File: config.mk
export PLATFORM = sky130hd
export DESIGN_NAME = match_control_fsm_flat
export DESIGN_NICKNAME = d
export VERILOG_FILES = /design/src/rtl/match_control_fsm_if.sv /design/src/rtl/match_control_fsm.sv /design/src/flat_wrapper.sv
export SDC_FILE = /design/constraint.sdc
export NUM_CORES = 1
export LEC_CHECK = 0
export ABC_CLOCK_PERIOD_IN_PS = 2000
export BUFFER_PORTS_ARGS = -buffer_cell sky130_fd_sc_hd__buf_2
export CAP_MARGIN = 20
export CORE_ASPECT_RATIO = 0.9
export CORE_MARGIN = 2
export CORE_UTILIZATION = 23
export DETAILED_ROUTE_END_ITERATION = 8
export SYNTH_ARGS = -nofsm -noshare
export SYNTH_HDL_FRONTEND = slang
export SYNTH_SLANG_ARGS = --single-unit
File: constraint.sdc
create_clock -name clk -period 2 [get_ports clk]
set_input_delay 0.3 -clock clk [delete_from_list [all_inputs] [get_ports clk]]
set_output_delay 0.3 -clock clk [all_outputs]
set_load 0.02 [all_outputs]
File: src/rtl/match_control_fsm_if.sv
// Match-control signal bundle: player/game requests in, serve pulses, visibility and score out.
// master drives the requests and observes the status; slave is the FSM side.
interface match_control_fsm_if #(
    parameter int SCORE_W = 4
);
    logic               serve;
    logic               miss_l;
    logic               miss_r;
    logic               new_game;
    logic               srv_l;
    logic               srv_r;
    logic               visible;
    logic [SCORE_W-1:0] score_l;
    logic [SCORE_W-1:0] score_r;
    logic               game_over;
    logic               winner;

    modport master (
        output serve, miss_l, miss_r, new_game,
        input  srv_l, srv_r, visible, score_l, score_r, game_over, winner
    );

    modport slave (
        input  serve, miss_l, miss_r, new_game,
        output srv_l, srv_r, visible, score_l, score_r, game_over, winner
    );
endinterface

File: src/rtl/match_control_fsm.sv
// Pong-style match sequencer: serve, rally, point hold, game over; scores and serve pulses.
// All outputs registered (one-cycle response to inputs); no backpressure, inputs level-sampled.
module match_control_fsm #(
    parameter int SCORE_W     = 4,
    parameter int WIN_SCORE   = 11,
    parameter int POINT_HOLD  = 60,
    parameter int SERVE_DELAY = 0
) (
    input logic               clk,
    input logic               reset,
    match_control_fsm_if.slave bus
);
    localparam int CNT_MAX = (SERVE_DELAY > POINT_HOLD) ? SERVE_DELAY : POINT_HOLD;
    localparam int CNT_W   = $clog2(CNT_MAX + 1);
    localparam bit AUTO_SERVE = (SERVE_DELAY > 0);
    localparam logic [CNT_W-1:0]   HOLD_LAST  = CNT_W'(POINT_HOLD - 1);
    localparam logic [CNT_W-1:0]   SERVE_LAST = CNT_W'((SERVE_DELAY > 0) ? SERVE_DELAY - 1 : 0);
    localparam logic [SCORE_W-1:0] WIN        = SCORE_W'(WIN_SCORE);

    typedef enum logic [1:0] {WAIT_SERVE, PLAY, POINT, OVER} state_t;

    state_t             state_q, state_d;
    logic [CNT_W-1:0]   cnt_q, cnt_d;
    logic               server_l_q, server_l_d;
    logic               srv_l_q, srv_l_d;
    logic               srv_r_q, srv_r_d;
    logic               visible_q, visible_d;
    logic               game_over_q, game_over_d;
    logic               winner_q, winner_d;
    logic [SCORE_W-1:0] score_l_q, score_l_d;
    logic [SCORE_W-1:0] score_r_q, score_r_d;

    always_comb begin
        state_d     = state_q;
        cnt_d       = cnt_q;
        server_l_d  = server_l_q;
        srv_l_d     = 1'b0;
        srv_r_d     = 1'b0;
        visible_d   = visible_q;
        game_over_d = game_over_q;
        winner_d    = winner_q;
        score_l_d   = score_l_q;
        score_r_d   = score_r_q;

        if (bus.new_game) begin
            state_d     = WAIT_SERVE;
            cnt_d       = '0;
            server_l_d  = 1'b1;
            visible_d   = 1'b0;
            game_over_d = 1'b0;
            winner_d    = 1'b0;
            score_l_d   = '0;
            score_r_d   = '0;
        end else begin
            case (state_q)
                WAIT_SERVE: begin
                    visible_d = 1'b0;
                    if (bus.serve || (AUTO_SERVE && cnt_q == SERVE_LAST)) begin
                        state_d   = PLAY;
                        cnt_d     = '0;
                        visible_d = 1'b1;
                        srv_l_d   = server_l_q;
                        srv_r_d   = !server_l_q;
                    end else if (AUTO_SERVE) begin
                        cnt_d = cnt_q + 1'b1;
                    end
                end
                PLAY: begin
                    // A simultaneous double miss is a replay: no score, same server.
                    if (bus.miss_l || bus.miss_r) begin
                        state_d   = POINT;
                        cnt_d     = '0;
                        visible_d = 1'b0;
                        if (bus.miss_l && !bus.miss_r) begin
                            server_l_d = 1'b1;
                            if (score_r_q != WIN) score_r_d = score_r_q + 1'b1;
                        end else if (bus.miss_r && !bus.miss_l) begin
                            server_l_d = 1'b0;
                            if (score_l_q != WIN) score_l_d = score_l_q + 1'b1;
                        end
                    end
                end
                POINT: begin
                    if (cnt_q == HOLD_LAST) begin
                        cnt_d = '0;
                        if (score_l_q == WIN || score_r_q == WIN) begin
                            state_d     = OVER;
                            game_over_d = 1'b1;
                            winner_d    = (score_l_q == WIN);
                        end else begin
                            state_d = WAIT_SERVE;
                        end
                    end else begin
                        cnt_d = cnt_q + 1'b1;
                    end
                end
                OVER: begin
                    visible_d = 1'b0;
                end
                default: begin
                    state_d = WAIT_SERVE;
                end
            endcase
        end
    end

    always_ff @(posedge clk or negedge reset) begin
        if (!reset) begin
            state_q     <= WAIT_SERVE;
            cnt_q       <= '0;
            server_l_q  <= 1'b1;
            srv_l_q     <= 1'b0;
            srv_r_q     <= 1'b0;
            visible_q   <= 1'b0;
            game_over_q <= 1'b0;
            winner_q    <= 1'b0;
            score_l_q   <= '0;
            score_r_q   <= '0;
        end else begin
            state_q     <= state_d;
            cnt_q       <= cnt_d;
            server_l_q  <= server_l_d;
            srv_l_q     <= srv_l_d;
            srv_r_q     <= srv_r_d;
            visible_q   <= visible_d;
            game_over_q <= game_over_d;
            winner_q    <= winner_d;
            score_l_q   <= score_l_d;
            score_r_q   <= score_r_d;
        end
    end

    assign bus.srv_l     = srv_l_q;
    assign bus.srv_r     = srv_r_q;
    assign bus.visible   = visible_q;
    assign bus.game_over = game_over_q;
    assign bus.winner    = winner_q;
    assign bus.score_l   = score_l_q;
    assign bus.score_r   = score_r_q;
endmodule

File: src/flat_wrapper.sv
// flat-port wrapper written by rule: the top's interface ports become plain ports
module match_control_fsm_flat 
#(
    parameter int SCORE_W     = 4,
    parameter int WIN_SCORE   = 11,
    parameter int POINT_HOLD  = 60,
    parameter int SERVE_DELAY = 0
)
  (clk, reset, bus_serve, bus_miss_l, bus_miss_r, bus_new_game, bus_srv_l, bus_srv_r, bus_visible, bus_score_l, bus_score_r, bus_game_over, bus_winner);
  match_control_fsm_if #(.SCORE_W(SCORE_W)) bus_i ();
  input logic clk;
  input logic reset;
  input wire logic [$bits(bus_i.serve)-1:0] bus_serve;
  input wire logic [$bits(bus_i.miss_l)-1:0] bus_miss_l;
  input wire logic [$bits(bus_i.miss_r)-1:0] bus_miss_r;
  input wire logic [$bits(bus_i.new_game)-1:0] bus_new_game;
  output wire logic [$bits(bus_i.srv_l)-1:0] bus_srv_l;
  output wire logic [$bits(bus_i.srv_r)-1:0] bus_srv_r;
  output wire logic [$bits(bus_i.visible)-1:0] bus_visible;
  output wire logic [$bits(bus_i.score_l)-1:0] bus_score_l;
  output wire logic [$bits(bus_i.score_r)-1:0] bus_score_r;
  output wire logic [$bits(bus_i.game_over)-1:0] bus_game_over;
  output wire logic [$bits(bus_i.winner)-1:0] bus_winner;
  assign bus_i.serve = bus_serve;
  assign bus_i.miss_l = bus_miss_l;
  assign bus_i.miss_r = bus_miss_r;
  assign bus_i.new_game = bus_new_game;
  assign bus_srv_l = bus_i.srv_l;
  assign bus_srv_r = bus_i.srv_r;
  assign bus_visible = bus_i.visible;
  assign bus_score_l = bus_i.score_l;
  assign bus_score_r = bus_i.score_r;
  assign bus_game_over = bus_i.game_over;
  assign bus_winner = bus_i.winner;
  match_control_fsm #(.SCORE_W(SCORE_W), .WIN_SCORE(WIN_SCORE), .POINT_HOLD(POINT_HOLD), .SERVE_DELAY(SERVE_DELAY)) u_core (.clk(clk), .reset(reset), .bus(bus_i));
endmodule
-- Yosys cells after proc, flatten, opt, wreduce, memory -nomap -nowiden
Cells that the tools add are included.
- add/sub/neg operators: 3
- eq/ne operators: 12
- muxes and demuxes: 45
- reduce and logical (&&, ||, !) cells: 27
- operator list (kind ; count):
    2-to-1 mux 4 bit ; 11
    2-to-1 mux 6 bit ; 4
    2-to-1 mux 1 bit ; 22
    case mux 6 bit (3 select lines) ; 1
    nonzero test 2 bit ; 9
    2-to-1 mux 2 bit ; 5
    AND reduction 3 bit ; 3
    adder 4 x 1 -> 4 bit, second input constant ; 2
    equality test 4 bit, second input constant ; 2
    != test 4 bit, second input constant ; 2
    AND reduction 4 bit ; 2
    nonzero test 4 bit ; 2
    adder 6 x 1 -> 6 bit, second input constant ; 1
    equality test 6 bit, second input constant ; 1
    != test 3 x 2 -> 1 bit, second input constant ; 2
    case mux 2 bit (3 select lines) ; 1
    AND reduction 5 bit ; 1
    equality test 2 bit, second input constant ; 2
    logical NOT 1 bit ; 3
    != test 3 bit, second input constant ; 1
    case mux 1 bit (3 select lines) ; 1
    nonzero test 3 bit ; 1
    equality test 2 x 1 -> 1 bit, second input constant ; 1
    logical AND 1 bit ; 2
    other kinds (4) ; 5
- register bits after elaboration: 22
- input bits: 6
- output and inout port bits: 13
- word-level logic and storage cells: 97

-- Depth between registers and ports, before layout
- depth after elaboration: 7
- depth in mapped cells: 6
- gate-level depth less buffers: 6

-- Worst setup path before layout
No wires, ideal clock.
- kind: reg2reg
- start point: register u_core.state_q[0]
- end point: register u_core.state_q[0]
- library setup time: 125 ps
- arrival: 1742 ps
- data required time: 1875 ps
- setup slack: 133 ps
- stages on the path, launching flop included: 7
- path buffers: 0
- cells stage by stage: dfrtp_1 inv_1 ha_1 or3_1 a31oi_4 nor2_4 mux2_4
- word-level cells in the longest chain between the ends: 3
- elaborated cells on any way between the ends: 10
- classes of those cells: 5 x eq/ne; 2 x mux; 3 x reduce/logical
- ends and longest elaborated chain (item ; line ; source):
    start: declaration ; match_control_fsm.sv:22 ; state_t state_q, state_d;
    start signal: assignment ; match_control_fsm.sv:120 ; state_q <= state_d;
    equality test 2 bit (tied with other cells) ; match_control_fsm.sv:55 ; case (state_q)
    != test 3 x 2 -> 1 bit (no source line) (tied with other cells) ; -- ;
    AND reduction 4 bit (no source line) or 2-to-1 mux 2 bit (tied branches) ; -- ;
Parallel ways exist; a longest one is shown, timed or not.
A chain may end at the register's enable or synchronous reset.

-- Worst setup path after layout
- start point: register u_core.state_q[1]
- end point: register u_core.cnt_q[0]
- word-level cells in the longest chain between the ends: 3
- elaborated cells on any way between the ends: 9
- classes of those cells: 4 x eq/ne; 2 x mux; 3 x reduce/logical
- ends and longest elaborated chain (item ; line ; source):
    equality test 2 x 1 -> 1 bit (tied with other cells) ; match_control_fsm.sv:55 ;
    != test 3 x 2 -> 1 bit (no source line) (tied with other cells) ; -- ;
    AND reduction 3 bit (no source line) or 2-to-1 mux 6 bit (tied branches) ; -- ;
    end signal: assignment ; match_control_fsm.sv:121 ; cnt_q <= cnt_d;
    end: declaration ; match_control_fsm.sv:23 ; logic [CNT_W-1:0] cnt_q, cnt_d;
Parallel ways exist; a longest one is shown, timed or not.

==> flow_summary.json <==
{
  "io_buffers": 18,
  "dpl.hpwl_um": 1820,
  "layout_common_cells": "21 x dfrtp_1, 18 x buf_2, 13 x nor2_1, 7 x ha_1",
  "die_w_um": 81.0,
  "drc": 0,
  "synth_warnings": 0,
  "route.top_layer_used": "met4",
  "outcome": "finished with violations",
  "clock_path_buffers": 2,
  "worstSetupPathType": "reg2reg",
  "netlist_area_sq_mm": 0.00123,
  "mappedNetlistNets": 130,
  "drt_wl_total_um": 2490,
  "synth_top_area_cell": "dfrtp_1",
  "grt_pass1_vias": 927,
  "cp.buffers_inverters": 1,
  "worstSkewPairLatency_ps": 260,
  "powerDensity_mw_per_mm2": 894,
  "crit_fanout": 7,
  "fmax_mhz": 516,
  "synthArstFlopShare_pct": 100,
  "cts_tree": "done",
  "via_count": 929,
  "end_kind": "register",
  "grt_max_degree": 23,
  "grt-ovfl-total": 0,
  "cts_buffers": 3,
  "path_cells": "inv_1, ha_1, or3b_4, a31oi_4, nor2b_2, mux2_2",
  "min_period_ps": 1940,
  "relSlewSlack_pct": 65.8,
  "power.total_mw": 1.33,
  "violations": "hold timing",
  "hold_violations": 9,
  "tightestPinTransition_ps": 513,
  "ys.flop_type": "dfrtp_1",
  "track_usage_pct": 9.53,
  "holdCritPathClass": "in2async",
  "min_period_over_period_pct": 97.0,
  "drtPass1Iterations": 4,
  "root_buffer": "clkbuf_8",
  "ys_seq_area_share_pct": 45.0,
  "nets": 156,
  "rsz0062_at_grt": "false",
  "post_drt_wl_per_cell_um": 11.9,
  "synthCells": 117,
  "ys_ff_latch": 22,
  "yosysTopAreaCellShare_pct": 42.9,
  "drtIter0Drc": 50,
  "io_pins": 19,
  "cp.arrival_ps": 2090,
  "cpPeakStageDelay_ps": 430,
  "critical-path-top-delay-family": "simple AND/OR/NAND/NOR gates",
  "drive_above_1_share_pct": 32.4,
  "critPathLaunchType": "register",
  "synth_edf_count": 0,
  "ant_nets": 0,
  "finalMaxSlewViolations": 0,
  "antenna_found_initial": 0,
  "slowest_stage": "dfrtp_1",
  "diodes": 0,
  "yosys-top-cells-area": "dfrtp_1 43%, ha_1 7.1%, xnor2_1 4.3%",
  "rows": 25,
  "start_util_pct": 23.6,
  "grt_pass1_wl_um": 4380,
  "setup_tns_ps": 0,
  "fp.dieH_um": 73.3,
  "wl_met1_um": 1250,
  "die_area_sq_mm": 0.00593,
  "cts_hold_buf": 0,
  "max-cap-violations": 0,
  "cp.required_ps": 2150,
  "synth_cell_type_count": 38,
  "coreArea_sq_mm": 0.00519,
  "finClkSkew_ps": 4.39,
  "cts.clk_slew.worst_paths_ps": 80,
  "vias_per_cell": 4.44,
  "gp_congestion": 0.739,
  "cts_htree_levels": 1,
  "syn_avg_cell_area_sq_um": 10.5,
  "final_common_cell": "dfrtp_1",
  "area_growth_pct": 21.6,
  "hold_slack_ps": -4.51,
  "leakage_nw": 0.721,
  "peakVddDrop_v": 0.000408,
  "numClockSinks": 22,
  "wl_met3_um": 127,
  "met2_length_um": 1090,
  "setup_viol": 0
}
[cell usage after synthesis (all sizes together) (2+ instances only)]
| library cell | number |
|---|---|
| a21o | 2 |
| a21oi | 7 |
| a22o | 3 |
| and3b | 2 |
| clkbuf | 2 |
| dfrtp | 21 |
| ha | 7 |
| inv | 6 |
| mux2 | 3 |
| mux2i | 3 |
| nand2 | 4 |
| nand2b | 4 |
| nand3 | 4 |
| nor2 | 14 |
| nor2b | 2 |
| nor3 | 3 |
| nor3b | 2 |
| nor4 | 3 |
| nor4b | 2 |
| o21ai | 2 |
| or2 | 3 |
| xnor2 | 6 |
[state kept, by name (all words and copies together) (netlist names)]
| name | cells |
|---|---|
| u_core.bus.srv_r | 1 |
| u_core.bus.game_over | 1 |
| u_core.bus.winner | 1 |
| u_core.server_l_q | 1 |
| u_core.bus.visible | 1 |
| u_core.cnt_q | 6 |
| u_core.bus.srv_l | 1 |
| u_core.bus.score_l | 4 |
| u_core.state_q | 2 |
| u_core.bus.score_r | 4 |
[cell families after synthesis]
group | count (synthesis) | share of synthesized area [%]
muxes | 6 | 5.82
DFF | 22 | 45.0
AOI/OAI and AO/OA | 20 | 12.8
buffers and inverters | 9 | 2.86
xor gates and xnor gates | 6 | 4.29
and+or+nand+nor | 47 | 22.1
adders and majority gates | 7 | 7.14
[metrics by stage]
step | util, % | instance area (sq um) | setup slack, ps | hold slack [ps] | std cells
finish | 28.7 | 1490 | 60.3 | -4.51 | 209
floorplan | - | 1230 | 133 | 4.41 | 117
detailed placement | 27.3 | 1420 | 35.7 | 315 | 203
CTS | 28.4 | 1470 | 24.3 | 19.0 | 207
global route | 28.7 | 1490 | 12.4 | 29.6 | 209
global placement | 27.3 | 1420 | 104 | 307 | 203
[worst register-to-register path, stage by stage (launching register included)]
cell	delay, ps
dfrtp_1	430
inv_1	100
ha_1	180
or3b_4	410
a31oi_4	340
nor2b_2	110
mux2_2	270
[power by group]
part           total [mW]  internal [mW]  switching (mW)
Clock               0.326          0.176           0.150
Combinational       0.484          0.231           0.252
Sequential          0.523          0.486          0.0369
[cell type report]
| class | count | area, sq um |
|---|---|---|
| multi-input combinational | 86 | 643 |
| timing repair buffer | 24 | 135 |
| tap | 67 | 83.8 |
| clock buffer | 4 | 55.1 |
| sequential | 22 | 552 |
| inverter | 6 | 22.5 |
| fill | 565 | 3700 |
[per-layer routing]
layer | track usage, % | vias up
met3 | 3.32 | 4
met5 | 0 | -
met4 | 2.64 | 0
li1 | - | 460
met2 | 14.4 | 17
met1 | 12.9 | 448
[path summary, 6_finish.rpt]
check                                          start                   end  slack (ps)  cells past startpoint
min in group clk                           bus_serve      u_core.bus.srv_r         300                      3
worst min-delay path                           reset    u_core.bus.visible          -5                      1
max in group asynchronous                      reset     u_core.server_l_q        1650                      1
worst max-delay path               u_core.state_q[1]       u_core.cnt_q[0]          60                      6
worst max register to register     u_core.state_q[1]       u_core.cnt_q[0]          60                      6
worst min register to register  u_core.bus.game_over  u_core.bus.game_over         520                      2
[timing repair]
action | CTS | global route
buffers inserted | 0 | 2
gates resized for setup | 0 | 1
endpoints found under the setup margin | 0 | 8
Note: power is estimated with default switching activity, not from simulation.
